==> src/rtl/cpu_pkg.sv <==
// cpu_pkg: shared forwarding encodings, operand-unused marker and MDU latencies
package cpu_pkg;
  typedef enum logic [1:0] {FW_NONE = 2'd0, FW_FAR = 2'd1, FW_NEAR = 2'd2} fw_sel_e;
  localparam logic [1:0] TUSE_NONE = 2'b11;
  localparam int MD_MULT_LAT = 5;
  localparam int MD_DIV_LAT = 10;
endpackage

==> src/rtl/hazard_ctrl_unit_md_if.sv <==
// hazard_ctrl_unit_md_if: pipeline-to-hazard-unit bundle of addresses, timing fields and selects
interface hazard_ctrl_unit_md_if #(parameter int REG_AW = 5, parameter int TW = 2);
  logic [REG_AW-1:0] D_ra1, D_ra2, E_ra1, E_ra2, M_ra2, E_wa, M_wa, W_wa;
  logic E_we, M_we, W_we;
  logic [TW-1:0] Tuse_rs, Tuse_rt, Tnew_E, Tnew_M, Tnew_W;
  logic D_is_md, E_md_start, E_md_is_div;
  logic [1:0] fw_cmp1_D, fw_cmp2_D, fw_alu_a_E, fw_alu_b_E;
  logic fw_dm_M, stall, md_busy;
  modport master(
    output D_ra1, D_ra2, E_ra1, E_ra2, M_ra2, E_wa, M_wa, W_wa, E_we, M_we, W_we,
    output Tuse_rs, Tuse_rt, Tnew_E, Tnew_M, Tnew_W, D_is_md, E_md_start, E_md_is_div,
    input fw_cmp1_D, fw_cmp2_D, fw_alu_a_E, fw_alu_b_E, fw_dm_M, stall, md_busy
  );
  modport slave(
    input D_ra1, D_ra2, E_ra1, E_ra2, M_ra2, E_wa, M_wa, W_wa, E_we, M_we, W_we,
    input Tuse_rs, Tuse_rt, Tnew_E, Tnew_M, Tnew_W, D_is_md, E_md_start, E_md_is_div,
    output fw_cmp1_D, fw_cmp2_D, fw_alu_a_E, fw_alu_b_E, fw_dm_M, stall, md_busy
  );
endinterface

==> src/rtl/md_busy_ctr.sv <==
// md_busy_ctr: MDU iteration countdown, loaded on start with the mult or div latency
module md_busy_ctr import cpu_pkg::*; #(
  parameter int MULT_LAT = MD_MULT_LAT,
  parameter int DIV_LAT = MD_DIV_LAT
) (
  input  logic clk,
  input  logic reset_n,
  input  logic start,
  input  logic is_div,
  output logic busy
);
  localparam int CW = $clog2(DIV_LAT + 1);
  logic [CW-1:0] cnt, cnt_nxt;
  // a start always reloads, even mid-iteration
  always_comb cnt_nxt = start ? (is_div ? CW'(DIV_LAT) : CW'(MULT_LAT)) : cnt - CW'(busy);
  always_ff @(posedge clk) cnt <= reset_n ? cnt_nxt : '0;
  assign busy = cnt != '0;
endmodule

==> src/rtl/hazard_ctrl_unit_md.sv <==
// hazard_ctrl_unit_md: Tuse/Tnew forwarding and stall control with MDU busy tracking; HAZ_STAT_EN adds stall counters
module hazard_ctrl_unit_md import cpu_pkg::*; #(
  parameter int REG_AW = 5,
  parameter int TW = 2,
  parameter int MULT_LAT = MD_MULT_LAT,
  parameter int DIV_LAT = MD_DIV_LAT
) (
  input  logic clk,
  input  logic reset_n,
`ifdef HAZ_STAT_EN
  output logic [31:0] stat_data_stalls,
  output logic [31:0] stat_md_stalls,
`endif
  hazard_ctrl_unit_md_if.slave hif
);
  function automatic logic hit(logic [REG_AW-1:0] r, logic [REG_AW-1:0] wa, logic we);
    return we && r == wa && r != '0;
  endfunction
  function automatic logic ready(logic h, logic [TW-1:0] tnew);
    return h && tnew == '0;
  endfunction
  function automatic logic [1:0] fw(logic near, logic far);
    return near ? FW_NEAR : far ? FW_FAR : FW_NONE;
  endfunction
  // an unused operand carries Tuse all-ones, which no Tnew can exceed
  function automatic logic late(logic h, logic [TW-1:0] tuse, logic [TW-1:0] tnew);
    return h && tuse < tnew;
  endfunction
  logic e1, e2, m1, m2, data_stall, md_stall, md_busy;
  assign e1 = hit(hif.D_ra1, hif.E_wa, hif.E_we);
  assign e2 = hit(hif.D_ra2, hif.E_wa, hif.E_we);
  assign m1 = hit(hif.D_ra1, hif.M_wa, hif.M_we);
  assign m2 = hit(hif.D_ra2, hif.M_wa, hif.M_we);
  assign hif.fw_cmp1_D = fw(ready(e1, hif.Tnew_E), ready(m1, hif.Tnew_M));
  assign hif.fw_cmp2_D = fw(ready(e2, hif.Tnew_E), ready(m2, hif.Tnew_M));
  assign hif.fw_alu_a_E = fw(ready(hit(hif.E_ra1, hif.M_wa, hif.M_we), hif.Tnew_M),
                             ready(hit(hif.E_ra1, hif.W_wa, hif.W_we), hif.Tnew_W));
  assign hif.fw_alu_b_E = fw(ready(hit(hif.E_ra2, hif.M_wa, hif.M_we), hif.Tnew_M),
                             ready(hit(hif.E_ra2, hif.W_wa, hif.W_we), hif.Tnew_W));
  assign hif.fw_dm_M = ready(hit(hif.M_ra2, hif.W_wa, hif.W_we), hif.Tnew_W);
  assign data_stall = late(e1, hif.Tuse_rs, hif.Tnew_E) || late(m1, hif.Tuse_rs, hif.Tnew_M) ||
                      late(e2, hif.Tuse_rt, hif.Tnew_E) || late(m2, hif.Tuse_rt, hif.Tnew_M);
  assign md_stall = hif.D_is_md && (hif.E_md_start || md_busy);
  assign hif.stall = data_stall || md_stall;
  assign hif.md_busy = md_busy;
  md_busy_ctr #(.MULT_LAT(MULT_LAT), .DIV_LAT(DIV_LAT)) u_md (
    .clk(clk),
    .reset_n(reset_n),
    .start(hif.E_md_start),
    .is_div(hif.E_md_is_div),
    .busy(md_busy)
  );
`ifdef HAZ_STAT_EN
  always_ff @(posedge clk)
    if (!reset_n) begin
      stat_data_stalls <= '0;
      stat_md_stalls <= '0;
    end else begin
      stat_data_stalls <= stat_data_stalls + 32'(data_stall);
      stat_md_stalls <= stat_md_stalls + 32'(md_stall);
    end
`endif
endmodule

==> src/flat_wrapper.sv <==
// flat-port wrapper written by rule: the top's interface ports become plain ports
module hazard_ctrl_unit_md_flat import cpu_pkg::*;
#(
  parameter int REG_AW = 5,
  parameter int TW = 2,
  parameter int MULT_LAT = MD_MULT_LAT,
  parameter int DIV_LAT = MD_DIV_LAT
)
  (clk, reset_n, hif_D_ra1, hif_D_ra2, hif_E_ra1, hif_E_ra2, hif_M_ra2, hif_E_wa, hif_M_wa, hif_W_wa, hif_E_we, hif_M_we, hif_W_we, hif_Tuse_rs, hif_Tuse_rt, hif_Tnew_E, hif_Tnew_M, hif_Tnew_W, hif_D_is_md, hif_E_md_start, hif_E_md_is_div, hif_fw_cmp1_D, hif_fw_cmp2_D, hif_fw_alu_a_E, hif_fw_alu_b_E, hif_fw_dm_M, hif_stall, hif_md_busy);
  hazard_ctrl_unit_md_if #(.REG_AW(REG_AW), .TW(TW)) hif_i ();
  input  logic clk;
  input  logic reset_n;
  input wire logic [$bits(hif_i.D_ra1)-1:0] hif_D_ra1;
  input wire logic [$bits(hif_i.D_ra2)-1:0] hif_D_ra2;
  input wire logic [$bits(hif_i.E_ra1)-1:0] hif_E_ra1;
  input wire logic [$bits(hif_i.E_ra2)-1:0] hif_E_ra2;
  input wire logic [$bits(hif_i.M_ra2)-1:0] hif_M_ra2;
  input wire logic [$bits(hif_i.E_wa)-1:0] hif_E_wa;
  input wire logic [$bits(hif_i.M_wa)-1:0] hif_M_wa;
  input wire logic [$bits(hif_i.W_wa)-1:0] hif_W_wa;
  input wire logic [$bits(hif_i.E_we)-1:0] hif_E_we;
  input wire logic [$bits(hif_i.M_we)-1:0] hif_M_we;
  input wire logic [$bits(hif_i.W_we)-1:0] hif_W_we;
  input wire logic [$bits(hif_i.Tuse_rs)-1:0] hif_Tuse_rs;
  input wire logic [$bits(hif_i.Tuse_rt)-1:0] hif_Tuse_rt;
  input wire logic [$bits(hif_i.Tnew_E)-1:0] hif_Tnew_E;
  input wire logic [$bits(hif_i.Tnew_M)-1:0] hif_Tnew_M;
  input wire logic [$bits(hif_i.Tnew_W)-1:0] hif_Tnew_W;
  input wire logic [$bits(hif_i.D_is_md)-1:0] hif_D_is_md;
  input wire logic [$bits(hif_i.E_md_start)-1:0] hif_E_md_start;
  input wire logic [$bits(hif_i.E_md_is_div)-1:0] hif_E_md_is_div;
  output wire logic [$bits(hif_i.fw_cmp1_D)-1:0] hif_fw_cmp1_D;
  output wire logic [$bits(hif_i.fw_cmp2_D)-1:0] hif_fw_cmp2_D;
  output wire logic [$bits(hif_i.fw_alu_a_E)-1:0] hif_fw_alu_a_E;
  output wire logic [$bits(hif_i.fw_alu_b_E)-1:0] hif_fw_alu_b_E;
  output wire logic [$bits(hif_i.fw_dm_M)-1:0] hif_fw_dm_M;
  output wire logic [$bits(hif_i.stall)-1:0] hif_stall;
  output wire logic [$bits(hif_i.md_busy)-1:0] hif_md_busy;
  assign hif_i.D_ra1 = hif_D_ra1;
  assign hif_i.D_ra2 = hif_D_ra2;
  assign hif_i.E_ra1 = hif_E_ra1;
  assign hif_i.E_ra2 = hif_E_ra2;
  assign hif_i.M_ra2 = hif_M_ra2;
  assign hif_i.E_wa = hif_E_wa;
  assign hif_i.M_wa = hif_M_wa;
  assign hif_i.W_wa = hif_W_wa;
  assign hif_i.E_we = hif_E_we;
  assign hif_i.M_we = hif_M_we;
  assign hif_i.W_we = hif_W_we;
  assign hif_i.Tuse_rs = hif_Tuse_rs;
  assign hif_i.Tuse_rt = hif_Tuse_rt;
  assign hif_i.Tnew_E = hif_Tnew_E;
  assign hif_i.Tnew_M = hif_Tnew_M;
  assign hif_i.Tnew_W = hif_Tnew_W;
  assign hif_i.D_is_md = hif_D_is_md;
  assign hif_i.E_md_start = hif_E_md_start;
  assign hif_i.E_md_is_div = hif_E_md_is_div;
  assign hif_fw_cmp1_D = hif_i.fw_cmp1_D;
  assign hif_fw_cmp2_D = hif_i.fw_cmp2_D;
  assign hif_fw_alu_a_E = hif_i.fw_alu_a_E;
  assign hif_fw_alu_b_E = hif_i.fw_alu_b_E;
  assign hif_fw_dm_M = hif_i.fw_dm_M;
  assign hif_stall = hif_i.stall;
  assign hif_md_busy = hif_i.md_busy;
  hazard_ctrl_unit_md #(.REG_AW(REG_AW), .TW(TW), .MULT_LAT(MULT_LAT), .DIV_LAT(DIV_LAT)) u_core (.clk(clk), .reset_n(reset_n), .hif(hif_i));
endmodule
==> config.mk <==
export PLATFORM = sky130hd
export DESIGN_NAME = hazard_ctrl_unit_md_flat
export DESIGN_NICKNAME = d
export VERILOG_FILES = /design/src/rtl/cpu_pkg.sv /design/src/rtl/hazard_ctrl_unit_md_if.sv /design/src/rtl/md_busy_ctr.sv /design/src/rtl/hazard_ctrl_unit_md.sv /design/src/flat_wrapper.sv
export SDC_FILE = /design/constraint.sdc
export NUM_CORES = 1
export LEC_CHECK = 0
export ABC_CLOCK_PERIOD_IN_PS = 3000
export BUFFER_PORTS_ARGS = -buffer_cell sky130_fd_sc_hd__buf_2
export CELL_PAD_IN_SITES_DETAIL_PLACEMENT = 1
export CELL_PAD_IN_SITES_GLOBAL_PLACEMENT = 1
export CORE_ASPECT_RATIO = 0.9
export CORE_UTILIZATION = 29
export DETAILED_ROUTE_END_ITERATION = 10
export PLACE_DENSITY = 0.88
export SLEW_MARGIN = 40
export SYNTH_ARGS = -nofsm -noshare
export SYNTH_HDL_FRONTEND = slang
export SYNTH_HIERARCHICAL = 1
export SYNTH_SLANG_ARGS = --single-unit
==> constraint.sdc <==
create_clock -name clk -period 3 [get_ports clk]
set_clock_uncertainty 0.15 [all_clocks]
set_input_delay 0.45 -clock clk [delete_from_list [all_inputs] [get_ports clk]]
set_output_delay 0.45 -clock clk [all_outputs]
set_load 0.005 [all_outputs]
; Yosys cells after proc, flatten, opt, wreduce, memory -nomap -nowiden
; Index checks and enable logic that the tools add are counted.
; W data, S select, Z words.
[totals]
latchBits = 0
mem_count = 0
wordCells = 71
ff_bits = 4
inputBits = 58
output_inout_bits = 11
mem_bits_ro = 0
ramBits = 0
[op_classes]
n_reduce_logical = 46
n_eq_ne = 9
bitwise_logic = 0
n_mux = 10
magnitude_cmp = 4
shift = 0
addsub = 1
div = 0
multipliers = 0
[ops]
columns = operator, count
row1 = $eq A5 B5 Y1, 9
row2 = $logic_and A1 B1 Y1, 32
row3 = $reduce_bool A5 Y1, 5
row4 = $lt A2 B2 Y1, 4
row5 = $mux W2, 4
row6 = $mux W4, 2
row7 = $logic_not A2 Y1, 3
row8 = $logic_or A1 B1 Y1, 5
row9 = $mux W1, 4
row10 = $reduce_bool A4 Y1, 1
row11 = $sub A4 B1 Y4, 1

; Longest topological paths before layout
; Gate-level depths: netlist (run 1).
[logic_depth]
ltp_word = 8
depth_mapped = 6
depth_no_buf = 6

; Hierarchy
; Netlist (run 1), hierarchy kept.
[by_module_without_submodules]
columns = mod, area_per_inst_um2, cells_per_inst, seq_area_each_um2, n_inst
row1 = hazard_ctrl_unit_md, 789.5, 108, 0.0, 1
row2 = md_busy_ctr, 186.4, 20, 80.1, 1

; Worst setup path after synthesis (run 1)
; No wires, ideal clock.
[synth_path]
path_type = input to output
from = input hif_D_ra2[0]
to = output hif_stall
slack_ns = 0.737
t_arrival_ns = 1.663
required_ns = 2.400
stages = 4
path_buffers = 0
cell_sequence = or4_4 o211ai_2 nor4_1 or4_1
[synth_between]
elab_chain_len = 7
[synth_lines]
columns = element, line
row1 = start: declaration, flat_wrapper.sv:14  ; input wire logic [$bits(hif_i.D_ra2)-1:0] hif_D_ra2;
row2 = $eq A5 B5 Y1, hazard_ctrl_unit_md.sv:17  ; return we && r == wa && r != '0;
row3 = $logic_and A1 B1 Y1 (2 in series), hazard_ctrl_unit_md.sv:17
row4 = $logic_and A1 B1 Y1, hazard_ctrl_unit_md.sv:27  ; return h && tuse < tnew;
row5 = $logic_or A1 B1 Y1, hazard_ctrl_unit_md.sv:41  ; assign data_stall = late(e1, hif.Tuse_rs, hif.Tnew_E) || late(m1, hif.Tuse_rs, hif.Tnew_M) ||
row6 = $logic_or A1 B1 Y1 *, hazard_ctrl_unit_md.sv:42  ; late(e2, hif.Tuse_rt, hif.Tnew_E) || late(m2, hif.Tuse_rt, hif.Tnew_M);
row7 = $logic_or A1 B1 Y1 *, hazard_ctrl_unit_md.sv:44  ; assign hif.stall = data_stall || md_stall;
row8 = end: declaration, flat_wrapper.sv:37  ; output wire logic [$bits(hif_i.stall)-1:0] hif_stall;
; Mark *: on every way between the ends. The rest lies on a longest branch, timed or not.

; Worst setup path after layout (run 1)
[layout_path]
from = register u_core.u_md.cnt[2]
to = output hif_stall
[layout_between]
elab_chain_len = 4
[layout_lines]
columns = element, line
row1 = start: declaration, md_busy_ctr.sv:13  ; logic [CW-1:0] cnt, cnt_nxt;
row2 = start signal: assignment, md_busy_ctr.sv:16  ; always_ff @(posedge clk) cnt <= reset_n ? cnt_nxt : '0;
row3 = $reduce_bool A4 Y1, md_busy_ctr.sv:17  ; assign busy = cnt != '0;
row4 = $logic_or A1 B1 Y1, hazard_ctrl_unit_md.sv:43  ; assign md_stall = hif.D_is_md && (hif.E_md_start || md_busy);
row5 = $logic_and A1 B1 Y1, hazard_ctrl_unit_md.sv:43
row6 = $logic_or A1 B1 Y1, hazard_ctrl_unit_md.sv:44
; Every way passes these cells.

==> reports/results.tsv, run 1 <==
metric	value	unit
final number of hold-violating endpoints	0	
initial antenna violation count	0	
worst stage delay on the critical path	0.57	ns
Post-route DRC	0	
Crit-path slowest cell	or4_1	
Post-synth top flop	dfxtp_1	
required time at the worst-slack endpoint	2.40	ns
core area	3140	um^2
Post-Place Cells	238	
Area Growth Syn to Fin	44.5	%
Mapped Cells	128	
non-filler instance count after layout	241	
design area	1410	um^2
WHS	0.352	ns
Post-DP Area	1370	um^2
syn_nets	192	
layout cells sized above 1	37.7	%
outcome	complete, no violations	
top-count cell post-synth	xnor2_1	
total chip power	0.361	mW
Leak	0.650	nW
Post-synth EDFFs	0	
Synth area leader	xnor2_1	
Synth top area share	25.1	%
post-layout minimum cycle time	2.65	ns
crit path kind	flip-flop to output port	
setup_tns	0	ns
Via-to-Cell Ratio	4.96	
WL/cell	14.1	um
Biggest register	u_core/u_md/cnt	
antenna cells	0	
die width	63.2	um
Post-Syn Area	976	um^2
flop-to-flop setup slack	1.16	ns
# port buffers	68	
routed via count	1196	
DR pass1 iterations	4	
CP Buf/Inv Count	1	
CP arrival	2.05	ns
Rel. slew slack	64.9	%
synth unique cells	26	
Max Cap Viol	0	
Max Root-Sink Buffers	2	
sequential fraction of the synthesis area	8.21	%
crit-path max FO	3	
Skew-Pair Late Insertion Delay	0.22	ns
All-Layer GR Usage	19.3	%
critical-path cell list	or4_1 -> o21ai_0 -> o41ai_1 -> or4_1 -> buf_2	
die area	3600	um^2
HPWL after DPL	3060	um
Hold Path Class	input pin to flip-flop	
pwr dens	256	nW/um^2
unrepaired setup endpoints after global routing	false	
Crit path top cell by count	or4_1	
Finished Core Util	44.9	%
drt total wl	3390	um
number of global-route vias before repair	1218	
commonest cells in the netlist	xnor2_1 (28), xor2_1 (17)	
final-stage net count	265	
CP endpoint kind	output port	
asr flop ratio synth	0	%
grt ovf	0	
Synth warnings	6	
final worst setup slack	0.351	ns
clock transition at the registers of the reported paths	0.03	ns
Avg Synthesized Cell Area	7.62	um^2
Synth area leaders	xnor2_1 (25%), xor2_1 (15%), dfxtp_1 (8.2%), ha_1 (7.7%), or4_1 (4.6%)	
Largest delay share family, worst path	simple AND/OR/NAND/NOR gates	
# rows	19	
CTS H-Tree Depth	1	
I/O pin cnt	69	
worst vdd ir	246	uV
CTS tree	built	
Placer Congestion	0.843	
setup bufs post-CTS	0	
Routed Antenna Nets	0	
Max Slew Vio Count	0	
global-route wire length before repair	5390	um
endpoints failing setup	0	
crit share post-route	88.3	%
biggest regs	u_core/u_md/cnt x4	
cts bufs inserted	3	
Setup WS pre-CTS	0.413	ns
root buf cell	clkbuf_8	
drt initial violations	50	
clk sink count	4	
critical path launch point type	flip-flop	
fmax	0.378	GHz
max reg flops	4	
Worst Tran Pin Value	0.525	ns
Vert. Die Dim	57.0	um
#FFs+latches synth	4	
Starting Density	31.1	%
largest net degree at the start of global routing	6	
CTS Hold Buffers Added	0	
CTS resizes	0	
## worst register-to-register path, stage by stage (launching register included)
cell,delay [ns]
dfxtp_1,0.33
or4_1,0.57
ha_1,0.24
ha_1,0.21
xnor2_1,0.14
a21oi_1,0.08
## placed cells by master, fill, tap and decap left out, types with 2 or more instances in the layout
cell and count:
nand2b_1 5, or4_1 6, dfxtp_1 4, clkbuf_8 3
nor2_1 7, ha_1 6, xnor2_1 28, inv_1 7
buf_2 68, a21boi_0 2, nor3b_1 2, nand2_1 7
a21oi_1 7, xor2_1 17, o21ai_0 2, nor4_1 7
nand4_1 5, nand3_1 2, nor3_1 5
## path summary, 6_finish.rpt
check                                      from                             to  cells after the start
setup reg to reg  u_core/u_md/cnt[2]$_SDFF_PN0_  u_core/u_md/cnt[2]$_SDFF_PN0_                      5
hold reg to reg   u_core/u_md/cnt[3]$_SDFF_PN0_  u_core/u_md/cnt[3]$_SDFF_PN0_                      2
hold / removal                          reset_n  u_core/u_md/cnt[0]$_SDFF_PN0_                      3
setup / recovery  u_core/u_md/cnt[2]$_SDFF_PN0_                      hif_stall                      5
## kinds of logic after synthesis
kind of cell	Yosys count	share of synthesized area [%]
DFF	4	8.21
adders and majority gates	6	7.69
xor gates and xnor gates	45	40.4
buffers and inverters	7	2.69
and+or+nand+nor	51	30.9
AOI/OAI and AO/OA	15	10.1
## per-layer routing
metal | vias to the layer above | GRT usage, % | share of wire [%]
met3 | 4 | 1.60 | 3.4
met1 | 557 | 22.8 | 44
met2 | 33 | 35.6 | 51
li1 | 602 | - | -
met5 | - | 0 | 0
met4 | 0 | 8.31 | 1.1
## where the power goes
group,internal [mW],switching [mW]
logic,0.0931,0.0915
clock network,0.0853,0.0259
registers,0.0601,0.00531
## area by class of cell
| type | count | area (um^2) |
|---|---|---|
| repair buffers | 68 | 340 |
| fillers | 419 | 1730 |
| well taps | 42 | 52.6 |
| flip-flops and latches | 4 | 80.1 |
| clock buffers | 3 | 41.3 |
| inverters | 7 | 26.3 |
| multi-input cells | 117 | 870 |
Power figures use the tool's default switching activity.
==> run 2, diff against run 1 <==
CAP_MARGIN = 10   (was not set)
CORE_UTILIZATION = 30   (was 29)
SYNTH_HIERARCHICAL = not set   (was 1)
==> run 2 against run 1 <==
Sequential share of layout area decreased by 0.19 points. First-iteration DRC count shrank 20%. Register-to-register slack improved by 0.07 ns. Die area is 1.3% higher. Non-clock buffer count is the same. Synthesized cell count grew 3.9%. Final area increased by 3.4%. Worst hold slack improved by 0.017 ns. Area after synthesis up 4.9%. Power increased by 1.2%. Setup slack improved by 0.33 ns. Fmax grew 14%. Critical endpoint is now hif_fw_alu_b_E[0].
==> reports/results.tsv, run 2 <==
metric	value	unit	change
CP Buf/Inv Count	2		was 1
required time at the worst-slack endpoint	2.40	ns	about the same
DR pass1 iterations	4		unchanged
number of global-route vias before repair	1294		was 1218
crit-path max FO	3		unchanged
cts bufs inserted	3		unchanged
# port buffers	68		unchanged
largest net degree at the start of global routing	6		unchanged
CTS tree	built		unchanged
Placer Congestion	0.877		was 0.843
drt total wl	3490	um	was 3390 um
drt initial violations	40		was 50
CTS H-Tree Depth	1		unchanged
crit path kind	input pin to output port		was flip-flop to output port
commonest cells in the netlist	xor2_1 (23), xnor2_1 (21), nand2_1 (11), a21oi_1 (8)		was xnor2_1 (28), xor2_1 (17)
layout cells sized above 1	39.7	%	was 37.7%
Skew-Pair Late Insertion Delay	0.21	ns	was 0.22 ns
Post-synth EDFFs	0		unchanged
core area	3160	um^2	was 3140 um^2
setup bufs post-CTS	0		unchanged
grt ovf	0		unchanged
Vert. Die Dim	57.4	um	was 57.0 um
CTS Hold Buffers Added	0		unchanged
Synth area leaders	xor2_1 (20%), xnor2_1 (18%), dfxtp_1 (7.8%), ha_1 (7.3%), nor4_2 (4.9%)		was xnor2_1 (25%), xor2_1 (15%), dfxtp_1 (8.2%), ha_1 (7.7%), or4_1 (4.6%)
Fill cells	427		was 419
Post-synth top flop	dfxtp_1		unchanged
commonest non-fill, non-tap cell in the layout	buf_2		unchanged
Via-to-Cell Ratio	5.04		was 4.96
Mapped Cells	133		was 128
antenna cells	0		unchanged
Largest delay share family, worst path	simple AND/OR/NAND/NOR gates		unchanged
outcome	complete, no violations		unchanged
post-layout minimum cycle time	2.32	ns	was 2.65 ns
Rel. slew slack	65.5	%	was 64.9%
Max Slew Vio Count	0		unchanged
CP endpoint kind	output port		unchanged
Starting Density	32.4	%	was 31.1%
clock transition at the registers of the reported paths	0.03	ns	about the same
Avg Synthesized Cell Area	7.70	um^2	was 7.62 um^2
critical path launch point type	input pin		was flip-flop
setup_tns	0	ns	unchanged
#FFs+latches synth	4		unchanged
Crit-path slowest cell	or4_4		was or4_1
unrepaired setup endpoints after global routing	false		unchanged
total chip power	0.366	mW	was 0.361 mW
Post-Syn Area	1020	um^2	was 976 um^2
max reg flops	4		unchanged
fmax	0.431	GHz	was 0.378 GHz
Routed Antenna Nets	0		unchanged
Biggest register	u_core.u_md.cnt		was u_core/u_md/cnt
synth unique cells	29		was 26
commonest non-fill, non-tap cells in the layout	buf_2 (68), xor2_1 (23), xnor2_1 (21), nand2_1 (11), a21oi_1 (8)		was buf_2 (68), xnor2_1 (28), xor2_1 (17)
routed via count	1239		was 1196
Synth area leader	xor2_1		was xnor2_1
top-count cell post-synth	xor2_1		was xnor2_1
endpoints failing setup	0		unchanged
clk sink count	4		unchanged
final-stage net count	270		was 265
biggest regs	u_core.u_md.cnt x4		was u_core/u_md/cnt x4
worst stage delay on the critical path	0.54	ns	was 0.57 ns
final number of hold-violating endpoints	0		unchanged
initial antenna violation count	0		unchanged
die width	63.6	um	was 63.2 um
critical-path cell list	buf_2 -> or4_4 -> nor2_4 -> nor4_2 -> nor4_2 -> buf_2		was or4_1 -> o21ai_0 -> o41ai_1 -> or4_1 -> buf_2
Synth warnings	0		was 6
I/O pin cnt	69		unchanged
pwr dens	251	nW/um^2	was 256 nW/um^2
syn_nets	197		was 192
CP arrival	1.72	ns	was 2.05 ns
Max Root-Sink Buffers	2		unchanged
All-Layer GR Usage	20.8	%	was 19.3%
sequential fraction of the synthesis area	7.82	%	was 8.21%
crit share post-route	77.3	%	was 88.3%
HPWL after DPL	3140	um	was 3060 um
die area	3650	um^2	was 3600 um^2
Worst Tran Pin Value	0.516	ns	was 0.525 ns
root buf cell	clkbuf_8		unchanged
CTS resizes	0		unchanged
Hold Path Class	input pin to flip-flop		unchanged
# rows	19		unchanged
Leak	0.671	nW	was 0.650 nW
Synth top area share	19.7	%	was 25.1%
Post-route DRC	0		unchanged
worst vdd ir	177	uV	was 246 uV
Area Growth Syn to Fin	42.4	%	was 44.5%
Max Cap Viol	0		unchanged
WL/cell	14.2	um	was 14.1 um
global-route wire length before repair	5930	um	was 5390 um
asr flop ratio synth	0	%	unchanged
## run 2: cell types whose count changed in the layout (fill, tap and decap cells not counted), moves of 4 or more
cell / before / now
xnor2_1: 28 / 21
xor2_1: 17 / 23
nand2_1: 7 / 11
nor4_2: 0 / 4
or4_1: 6 / 2
## run 2: power by group
part | switching (mW) | total [mW] | internal, mW
Combinational | 0.0973 | 0.189 | 0.0918
Clock | 0.0263 | 0.112 | 0.0854
Sequential | 0.00476 | 0.0649 | 0.0601
Total | 0.128 | 0.366 | 0.237
## run 2: worst register-to-register path, cell delays in order, from the launching register on
cell and delay (ns):
dfxtp_1 0.32, or4_4 0.53, ha_1 0.22, ha_1 0.19, xnor2_1 0.15, a21oi_1 0.08
## run 2: kinds of logic after synthesis
| kind of cell | share of synthesized area [%] |
|---|---|
| AOI/OAI and AO/OA | 7.46 |
| xor gates and xnor gates | 37.7 |
| buffers and inverters | 2.20 |
| DFF | 7.82 |
| adders and majority gates | 7.33 |
| and+or+nand+nor | 37.5 |
## run 2: through the flow
stage / worst slack [ns] / std cells / utilization [%] / cell area [um^2] / hold slack [ns]
after floorplan: 0.979 / 133 / - / 1020 / 0.384
after global placement: 0.704 / 243 / 44.8 / 1420 / 0.416
after detailed placement: 0.675 / 243 / 44.8 / 1420 / 0.435
after CTS: 0.677 / 246 / 46.1 / 1460 / 0.367
after global routing: 0.529 / 246 / 46.1 / 1460 / 0.385
final: 0.680 / 246 / 46.1 / 1460 / 0.369
## run 2: final cells by class
type	instances	area [um^2]	share of cell area, %
Clock buffer	3	41.3	2.83
Inverter	6	22.5	1.55
Multi-Input combinational cell	123	921	63.2
Sequential cell	4	80.1	5.49
Tap cell	42	52.6	3.61
Timing Repair Buffer	68	340	23.3
## run 2: metal layers
metal / vias up / global-route usage, % / wire, um
met5: - / 0 / 0
met4: 0 / 5.19 / 38
met3: 5 / 2.20 / 120
met2: 30 / 35.6 / 1680
met1: 587 / 27.8 / 1660
li1: 617 / - / -
## run 2: worst paths after layout
kind                                       from                             to  slack, ns  cells after the start
setup / recovery                   hif_E_ra2[1]              hif_fw_alu_b_E[0]       0.68                      6
hold / removal                          reset_n  u_core.u_md.cnt[0]$_SDFF_PN0_       0.37                      3
setup reg to reg  u_core.u_md.cnt[1]$_SDFF_PN0_  u_core.u_md.cnt[2]$_SDFF_PN0_       1.23                      5
hold reg to reg   u_core.u_md.cnt[0]$_SDFF_PN0_  u_core.u_md.cnt[0]$_SDFF_PN0_       0.44                      3
==> run 3, diff against run 2 <==
ABC_CLOCK_PERIOD_IN_PS = 2200   (was 3000)
CORE_UTILIZATION = 28   (was 30)
PLACE_DENSITY = 0.83   (was 0.88)
clock period = 2.2 ns   (was 3 ns; I/O delays follow)
==> run 3 against run 2 <==
Setup slack worse by 0.62 ns. Critical endpoint is now hif_stall. Critical path type is now flip-flop to output port. Core utilization is 3.0 points lower. Largest cell class unchanged. Sequential cell count stayed put. Sequential share of layout area hardly changed. Combinational power is 37% higher.
==> reports/results.tsv, run 3 (synthesis results as in run 2) <==
metric	value	unit	change
outcome	complete, no violations		unchanged
Area Growth Syn to Fin	44.3	%	was 42.4%
Setup WS pre-CTS	0.120	ns	was 0.675 ns
Post-route DRC	0		unchanged
Finished Core Util	43.1	%	was 46.1%
commonest non-fill, non-tap cell in the layout	buf_2		unchanged
biggest regs	u_core.u_md.cnt x4		unchanged
clk sink count	4		unchanged
Leak	0.677	nW	was 0.671 nW
core area	3430	um^2	was 3160 um^2
Max Cap Viol	0		unchanged
Max Slew Vio Count	0		unchanged
crit share post-route	97.4	%	
crit-path max FO	3		unchanged
I/O pin cnt	69		unchanged
endpoints failing setup	0		unchanged
Biggest register	u_core.u_md.cnt		unchanged
Starting Density	29.9	%	was 32.4%
final worst setup slack	0.0573	ns	was 0.680 ns
clock transition at the registers of the reported paths	0.03	ns	about the same
cts bufs inserted	3		unchanged
Hold Path Class	input pin to flip-flop		unchanged
unrepaired setup endpoints after global routing	true		was false
WL/cell	13.4	um	was 14.2 um
DR pass1 iterations	3		was 4
final number of hold-violating endpoints	0		unchanged
antenna cells	0		unchanged
global-route wire length before repair	5440	um	was 5930 um
Via-to-Cell Ratio	4.83		was 5.04
Placer Congestion	0.781		was 0.877
setup_tns	0	ns	unchanged
fmax	0.467	GHz	
grt ovf	0		unchanged
Vert. Die Dim	59.4	um	was 57.4 um
largest net degree at the start of global routing	6		unchanged
area of the multi-input gates	928	um^2	was 921 um^2
Routed Antenna Nets	0		unchanged
drt total wl	3340	um	was 3490 um
required time at the worst-slack endpoint	1.72	ns	was 2.40 ns
final-stage net count	271		was 270
Skew-Pair Late Insertion Delay	0.21	ns	about the same
root buf cell	clkbuf_8		unchanged
crit path kind	flip-flop to output port		was input pin to output port
# rows	20		was 19
initial antenna violation count	0		unchanged
CP arrival	1.66	ns	was 1.72 ns
max reg flops	4		unchanged
All-Layer GR Usage	18.2	%	was 20.8%
post-layout minimum cycle time	2.14	ns	
# port buffers	68		unchanged
area taken by flip-flops and latches	81.3	um^2	was 80.1 um^2
hold path startpoint	reset_n		unchanged
flop-to-flop setup slack	0.43	ns	was 1.23 ns
RR Startpoint	u_core.u_md.cnt[0]$_SDFF_PN0_		was u_core.u_md.cnt[1]$_SDFF_PN0_
die width	65.7	um	was 63.6 um
layout cells sized above 1	41.0	%	was 39.7%
Fill cells	452		was 427
die area	3900	um^2	was 3650 um^2
CTS Hold Buffers Added	0		unchanged
CP endpoint kind	output port		unchanged
drt initial violations	14		was 40
HPWL after DPL	3080	um	was 3140 um
Max Root-Sink Buffers	2		unchanged
launch point of the critical path	u_core.u_md.cnt[0]$_SDFF_PN0_		was hif_E_ra2[1]
routed via count	1203		was 1239
Worst Tran Pin Value	0.338	ns	was 0.516 ns
CTS tree	built		unchanged
Rel. slew slack	77.3	%	was 65.5%
number of global-route vias before repair	1273		was 1294
pwr dens	335	nW/um^2	was 251 nW/um^2
commonest non-fill, non-tap cells in the layout	buf_2 (68), xor2_1 (23), xnor2_1 (21), nand2_1 (11), a21oi_1 (8)		unchanged
CTS H-Tree Depth	1		unchanged
critical path launch point type	flip-flop		was input pin
worst vdd ir	387	uV	was 177 uV
[run 3: changes by cell type in the layout (fill, tap and decap cells not counted)]
cell     change
a41oi_2      +1
dfxtp_1      -1
dfxtp_2      +1
buf_4        +1
a41oi_1      -1
[run 3: worst paths after layout]
kind,end,cells past startpoint
hold reg to reg,u_core.u_md.cnt[3]$_SDFF_PN0_,2
hold / removal,u_core.u_md.cnt[0]$_SDFF_PN0_,3
setup reg to reg,u_core.u_md.cnt[2]$_SDFF_PN0_,5
setup / recovery,hif_stall,5
[run 3: area by class of cell]
cell class / instances / share of cell area [%]
Clock buffer: 3 / 2.80
Multi-Input combinational cell: 123 / 62.9
Tap cell: 44 / 3.73
Sequential cell: 4 / 5.51
Inverter: 6 / 1.53
Timing Repair Buffer: 69 / 23.6
[run 3: timing repair]
| action | in CTS | in global routing |
|---|---|---|
| setup buffers | 0 | 0 |
| endpoints found under the setup margin | 0 | 1 |
| resized for setup | 0 | 2 |
[run 3: per-stage QoR]
| step | hold slack (ns) | cell area [um^2] | total power [mW] | instances |
|---|---|---|---|---|
| final | 0.233 | 1480 | 0.495 | 249 |
| after global routing | 0.252 | 1480 | 0.537 | 249 |
| after CTS | 0.234 | 1470 | 0.500 | 249 |
| after detailed placement | 0.432 | 1430 | 0.348 | 246 |
| after global placement | 0.402 | 1430 | 0.340 | 246 |
| after floorplan | 0.320 | 1020 | 0.224 | 133 |
[run 3: power breakdown]
group | total, mW | switching [mW] | internal [mW] | leakage [nW]
Combinational | 0.259 | 0.132 | 0.126 | 0.621
Clock | 0.147 | 0.0314 | 0.116 | 0.0216
Sequential | 0.0885 | 0.00606 | 0.0824 | 0.0337
[run 3: routing by layer]
| metal | track usage [%] | wire (um) | vias up |
|---|---|---|---|
| met5 | 0 | 0 | - |
| met4 | 4.66 | 44 | 0 |
| met3 | 2.31 | 129 | 4 |
| met2 | 34.5 | 1720 | 23 |
| met1 | 21.4 | 1450 | 557 |
| li1 | - | - | 619 |
[run 3: critical path, cell delays in order, from the launching register on]
cell      delay [ns]
dfxtp_1         0.30
or4_4           0.54
o21a_1          0.19
a41oi_2         0.15
nand4b_1        0.12
buf_2           0.14
